`src/rtl/pipe_ctrl.sv`:
```
// pipe_ctrl: 5-stage pipeline sequencing controller -- load-use bubbles, branch flushes,
// memory-wait freeze with timeout, HLT latch and saturating stall counter.
module pipe_ctrl #(
    parameter int MEM_TIMEOUT = 16,
    parameter int CNT_W       = 16
) (
    input  logic             clk,
    input  logic             rst_n,
    input  logic [3:0]       rdReg1_ID,
    input  logic [3:0]       rdReg2_ID,
    input  logic             use1_ID,
    input  logic             use2_ID,
    input  logic [3:0]       wrReg_EX,
    input  logic             memRd_EX,
    input  logic             br_taken_EX,
    input  logic             mem_req_MEM,
    input  logic             mem_rdy,
    input  logic             hlt_WB,
    output logic             pc_hold,
    output logic             ifid_hold,
    output logic             idex_hold,
    output logic             exmem_hold,
    output logic             ifid_flush,
    output logic             idex_flush,
    output logic             memwb_bubble,
    output logic             halted,
    output logic             mem_err,
    output logic [CNT_W-1:0] stall_cnt
);
    localparam int WC_W = $clog2(MEM_TIMEOUT + 1);

    typedef enum logic [1:0] {RUN = 2'd0, MEMWAIT = 2'd1, HALT = 2'd2} state_t;

    state_t            state_q, state_d;
    logic [WC_W-1:0]   wait_q, wait_d;
    logic              halted_q, halted_d;
    logic              err_q, err_d;
    logic [CNT_W-1:0]  cnt_q, cnt_d;
    logic              memwait, lduse, timeout, frozen, any_ctl;

    assign memwait = mem_req_MEM & ~mem_rdy;
    // R0 is hardwired zero, so a load targeting it never creates a real dependency
    assign lduse   = memRd_EX & (wrReg_EX != 4'd0) &
                     ((use1_ID & (rdReg1_ID == wrReg_EX)) | (use2_ID & (rdReg2_ID == wrReg_EX)));
    assign timeout = memwait & (wait_q == WC_W'(MEM_TIMEOUT - 1));
    assign frozen  = (state_q == HALT) | memwait;

    always_comb begin
        pc_hold      = 1'b0;
        ifid_hold    = 1'b0;
        idex_hold    = 1'b0;
        exmem_hold   = 1'b0;
        ifid_flush   = 1'b0;
        idex_flush   = 1'b0;
        memwb_bubble = 1'b0;
        if (!rst_n) begin
            ifid_flush = 1'b1;
            idex_flush = 1'b1;
        end else if (frozen) begin
            pc_hold      = 1'b1;
            ifid_hold    = 1'b1;
            idex_hold    = 1'b1;
            exmem_hold   = 1'b1;
            memwb_bubble = 1'b1;
        end else if (br_taken_EX) begin
            ifid_flush = 1'b1;
            idex_flush = 1'b1;
        end else if (lduse) begin
            pc_hold    = 1'b1;
            ifid_hold  = 1'b1;
            idex_flush = 1'b1;
        end
    end

    assign any_ctl = pc_hold | ifid_hold | idex_hold | exmem_hold | ifid_flush | idex_flush;

    always_comb begin
        state_d = state_q;
        err_d   = err_q;
        wait_d  = (memwait && state_q != HALT) ? wait_q + 1'b1 : '0;
        if (state_q != HALT) begin
            if (timeout) begin
                state_d = HALT;
                err_d   = 1'b1;
            end else if (memwait) begin
                state_d = MEMWAIT;
            end else if (hlt_WB) begin
                state_d = HALT;
            end else begin
                state_d = RUN;
            end
        end
        halted_d = halted_q | (state_d == HALT);
        cnt_d    = (any_ctl && state_q != HALT && cnt_q != '1) ? cnt_q + 1'b1 : cnt_q;
    end

    always_ff @(posedge clk) begin
        if (!rst_n) begin
            state_q  <= RUN;
            wait_q   <= '0;
            halted_q <= 1'b0;
            err_q    <= 1'b0;
            cnt_q    <= '0;
        end else begin
            state_q  <= state_d;
            wait_q   <= wait_d;
            halted_q <= halted_d;
            err_q    <= err_d;
            cnt_q    <= cnt_d;
        end
    end

    assign halted    = halted_q;
    assign mem_err   = err_q;
    assign stall_cnt = cnt_q;
endmodule

```
`config.mk`:
```
export PLATFORM = sky130hd
export DESIGN_NAME = pipe_ctrl
export DESIGN_NICKNAME = d
export VERILOG_FILES = /design/src/rtl/pipe_ctrl.sv
export SDC_FILE = /design/constraint.sdc
export NUM_CORES = 1
export LEC_CHECK = 0
export BUFFER_PORTS_ARGS = -buffer_cell sky130_fd_sc_hd__buf_2
export CORE_MARGIN = 5
export CORE_UTILIZATION = 55
export DETAILED_ROUTE_END_ITERATION = 12
export GPL_TIMING_DRIVEN = 0
export PLACE_DENSITY = 0.89
export SYNTH_ARGS = -nofsm -noshare
export SYNTH_HDL_FRONTEND = slang
export SYNTH_SLANG_ARGS = --single-unit
```
`constraint.sdc`:
```
create_clock -name clk -period 3.17 [get_ports clk]
set_input_delay 0.1585 -clock clk [delete_from_list [all_inputs] [get_ports clk]]
set_output_delay 0.1585 -clock clk [all_outputs]
set_load 0.02 [all_outputs]
```
# == Word-level counts from Yosys, hierarchy flattened ==
# Cells that the tools add are included.
# totals
register_bits,25
latch_bits,0
ramBits,0
romBits,0
output_inout_bits,25
word_cells,50
n_memories,0
# classes
add_sub_neg,2
n_mul,0
div_mod_pow,0
order_cmp,0
n_eq_ne,7
shifts,0
mux,16
bitwise_logic,14
n_reduce_logical,6
# ops
operator,n
$add 16x1->16 const B,1
$ne 16x16->1 const B,1
$mux 1,12
$eq 4x4->1,2
$mux 2,4
$or 1x1->1,7
$and 1x1->1,6
$add 5x1->5 const B,1
$eq 5x4->1 const B,1
$eq 2x2->1 const B,2
$reduce_and 2->1,2
$reduce_bool 4->1,1
$logic_and 1x1->1,3
$ne 2x2->1 const B,1
$not 1->1,1

# == Depth between registers and ports, before layout ==
# logic_depth
ltp_word,14
depth_mapped,7

# == Worst setup path after synthesis ==
# OpenSTA, ideal clock, no wires.
# synth_timing
path_kind,register -> register
from,"register cnt_q[0], in the netlist stall_cnt[0]"
to,"register cnt_q[9], in the netlist stall_cnt[9]"
arrival_time_ns,1.742
path_slack_ns,1.356
path_stages_with_launch,8
n_path_buf,0
synth_period_minus_slack_ns,1.814
cell_sequence,dfxtp_1 ha_1 nand2_1 nor3_2 a31oi_2 inv_2 a2111oi_2 mux2i_1
# synth_between
elab_chain_cells,2
# synth_lines
element,line,source
start: declaration,38,"logic [CNT_W-1:0] cnt_q, cnt_d;"
start signal: assignment,109,cnt_q <= cnt_d;
branches (longest 2 deep; another with $add 16x1->16),n/a,
# Parallel ways; which one is timed is not known.
# A chain may end at the register's enable or synchronous reset.

# == Worst setup path in the final report ==
# Same ends and word-level chain as after synthesis.

==> flow_summary.ini <==
[run_status]
status = finished clean

[clock_tree]
cts.sinks = 25
cts-root-buf = clkbuf_4
worstSkewPairLatency_ns = 0.33
cts_resized = 0
cts_tree = built
clk_pin_slew_ns = 0.14
h-tree-depth = 1
cts_hold_buf = 0
postCtsSetupBuffers = 0
cts_buffer_depth = 2
cts_buffers = 3

[critical_path]
worstReg2RegStart = stall_cnt[0]$_SDFFE_PN0P_
path_delay_family = compound AO/OA/AOI/OAI gates
crit_arrival_ns = 2.24
path_depth = 7
worstSetupStartpoint = stall_cnt[0]$_SDFFE_PN0P_
path_cells = ha_1, nand2_1, nor3_2, a31oi_2, inv_2, a2111oi_2, mux2i_1
critPathKind = flip-flop to flip-flop
crit_buf_inv = 1
r2r_slack_ns = 1.20
cp-start-kind = flip-flop
cp_slowest_cell = a31oi_2
cp-end-kind = flip-flop
max_stage_delay_ns = 0.41
reg2reg_depth = 7
required_ns = 3.44
r2r_end = stall_cnt[9]$_SDFFE_PN0P_
crit_end = stall_cnt[9]$_SDFFE_PN0P_
crit_path_max_fanout = 10

[timing]
fin_crit_sh_pct = 62.0
finalSetupViolCount = 0
worstMarginPinSlew_ns = 0.514
period_needed_ns = 1.97
rsz0062_at_grt = false
drv_slew = 0
fmax_mhz = 509
hold_viol = 0
skew_ns = 0.00239
final.setup.tns_ns = 0
relSlewSlack_pct = 65.6

[floorplanning]
dieArea_um2 = 3930
start_util_pct = 56.3
die_w_um = 62.7
std_cell_rows = 19
core_area_um2 = 2710
die_h_um = 62.7
io_pins = 46

[global_route]
antenna_found_initial = 0
use_met2_pct = 28.4
grt_busiest_layer = met2
grt_pass1_vias = 1344
groute.usage.overall_pct = 17.2
grt_pass1_wl_um = 5800
met3_usage_pct = 3.78
overflow = 0
grt_max_degree = 15
met1_usage_pct = 22.5

[power]
switchingPower_mw = 0.184
combPwrFrac_pct = 20.8
switching_share_pct = 30.5
seqPwrFrac_pct = 54.9
p_leak_nw = 0.745
p_per_area_nw_per_um2 = 331
ir_worst_vdd_mv = 0.232
power.internal_mw = 0.418
clkPwrFrac_pct = 24.2
p_total_mw = 0.602

[placed_design]
placedCellCount = 258
hpwl_um = 2620
numPortBuffers = 45
gp_congestion = 0.922

[detailed_routing]
antenna_left = 0
via_count = 1423
drtIter0Drc = 70
wl_per_cell_um = 12.5
dr.pass1.iters = 4
avgViaCountPerCell = 5.43
drc = 0
routed_wirelength_um = 3280

[layout]
drive_above_1_share_pct = 31.2
fin_nets = 256
fin_cells = 262
fillers = 243
diodes = 0
area_growth_pct = 19.1

[yosys]
syn_inst = 182
syn_area_per_cell_um2 = 8.38
yosys_warnings = 0
syn-cell-area_um2 = 1530
yosysSeqAreaShare_pct = 32.8
ys_types = 38
syn_nets = 206
ys_ff_latch = 25

[hold_path]
hold_class = input pin to flip-flop
hold_depth = 4

[flow_run]
cap_violations = 0
metal layers:
| metal | part of all wire (%) | vias to the layer above | wire length, µm |
|---|---|---|---|
| li1 | - | 722 | - |
| met1 | 44 | 654 | 1450 |
| met2 | 48 | 41 | 1580 |
| met3 | 6.3 | 6 | 206 |
| met4 | 1.2 | 0 | 38 |
| met5 | 0 | - | 0 |
sequential cells by signal (all words and copies together), names as in the netlist:
| register | count |
|---|---|
| halted | 1 |
| mem_err | 1 |
| stall_cnt | 16 |
| state_q | 2 |
| wait_q | 5 |
final cells by class:
| cell class | instances | area, µm² | area share, % |
|---|---|---|---|
| plain buffers | 10 | 57.6 | 3.17 |
| clock buffers | 3 | 22.5 | 1.24 |
| clock inverters | 1 | 5.00 | 0.275 |
| inverters | 5 | 18.8 | 1.03 |
| multi-input cells | 142 | 948 | 52.2 |
| flip-flops and latches | 25 | 500 | 27.5 |
| well taps | 31 | 38.8 | 2.13 |
| repair buffers | 45 | 225 | 12.4 |
per-stage QoR:
| stage | utilization, % | setup slack [ns] | hold slack, ns | cell area [µm²] |
|---|---|---|---|---|
| finish | 67.0 | 1.20 | 0.173 | 1820 |
| global route | 67.0 | 1.01 | 0.216 | 1820 |
| CTS | 67.0 | 1.20 | 0.168 | 1820 |
| detailed placement | 66.0 | 1.23 | 0.442 | 1790 |
| global placement | 66.0 | 1.26 | 0.431 | 1790 |
| floorplan | - | 1.36 | 0.412 | 1530 |
Yosys cell counts:
master	n	share of area, %
a2111oi_2	2	2.0
ha_1	3	2.5
nor3_2	1	0.66
nand3_1	10	3.3
buf_6	1	0.74
xnor2_1	3	1.7
clkbuf_1	5	1.2
nor2_1	13	3.2
and2_1	1	0.41
o21a_1	1	0.49
dfxtp_1	25	33
xor2_1	7	4.0
mux2i_1	15	9.8
buf_2	1	0.33
nor3_4	1	1.1
nor4_2	2	1.6
a21boi_1	1	0.49
a21oi_2	9	5.2
a31oi_2	1	0.82
inv_2	1	0.25
and3_1	4	1.6
inv_1	4	0.98
buf_4	3	1.5
or3_1	2	0.82
nand3_2	1	0.66
o2111ai_1	1	0.57
nand2b_1	15	6.2
o41a_1	1	0.74
a21oi_1	2	0.66
a211oi_1	2	0.98
nand2_1	32	7.9
nand4_1	3	1.2
nor3_1	1	0.33
nor4_1	1	0.41
o21ai_0	2	0.66
nor2b_1	3	1.2
o31ai_1	1	0.49
o211ai_1	1	0.49
worst min path at each step:
| stage | start | end | slack (ns) |
|---|---|---|---|
| global route | hlt_WB | halted$_SDFF_PN0_ | 0.22 |
| floorplan | hlt_WB | halted$_SDFF_PN0_ | 0.41 |
| detailed placement | mem_err$_SDFFE_PN0P_ | mem_err$_SDFFE_PN0P_ | 0.44 |
| global placement | wait_q[0]$_SDFF_PN0_ | wait_q[0]$_SDFF_PN0_ | 0.43 |
| finish | hlt_WB | halted$_SDFF_PN0_ | 0.17 |
| CTS | hlt_WB | halted$_SDFF_PN0_ | 0.17 |
power by group through the flow:
stage	logic [mW]	registers (mW)	clock network, mW
2_1_floorplan	0.0772	0.343	0
3_3_place_gp	0.123	0.337	0
3_5_place_dp	0.126	0.337	0
4_1_cts	0.127	0.331	0.151
5_1_grt	0.139	0.332	0.163
6_report	0.125	0.331	0.146
kinds of logic after synthesis:
| kind of cell | Yosys count | synth area share (%) |
|---|---|---|
| flops | 25 | 32.8 |
| fa+ha+maj | 3 | 2.46 |
| buf+inv | 15 | 5.00 |
| compound gates | 24 | 13.5 |
| mux | 15 | 9.84 |
| xor+xnor | 10 | 5.74 |
| simple gates | 90 | 30.6 |
layout by cell type (no fill, tap or decap), types with 2 or more instances in the layout:
| cell type | synthesis | layout |
|---|---|---|
| o21ai_0 | 2 | 2 |
| nand3_1 | 10 | 10 |
| buf_4 | 3 | 3 |
| nor2_1 | 13 | 13 |
| clkbuf_4 | 0 | 3 |
| a21oi_1 | 2 | 2 |
| nand2_1 | 32 | 32 |
| a2111oi_2 | 2 | 2 |
| nand2b_1 | 15 | 15 |
| xor2_1 | 7 | 7 |
| nor4_2 | 2 | 2 |
| nand4_1 | 3 | 3 |
| dfxtp_1 | 25 | 25 |
| ha_1 | 3 | 3 |
| a211oi_1 | 2 | 2 |
| or3_1 | 2 | 2 |
| inv_1 | 4 | 4 |
| a21oi_2 | 9 | 9 |
| mux2i_1 | 15 | 15 |
| and3_1 | 4 | 4 |
| buf_2 | 1 | 46 |
| xnor2_1 | 3 | 3 |
| nor2b_1 | 3 | 3 |
| clkbuf_1 | 5 | 5 |
worst register-to-register path, cell delays in order, from the launching register on:
cell,delay [ns]
dfxtp_1,0.39
ha_1,0.25
nand2_1,0.11
nor3_2,0.07
a31oi_2,0.41
inv_2,0.14
a2111oi_2,0.34
mux2i_1,0.21
Note: power is estimated with default switching activity, not from simulation.
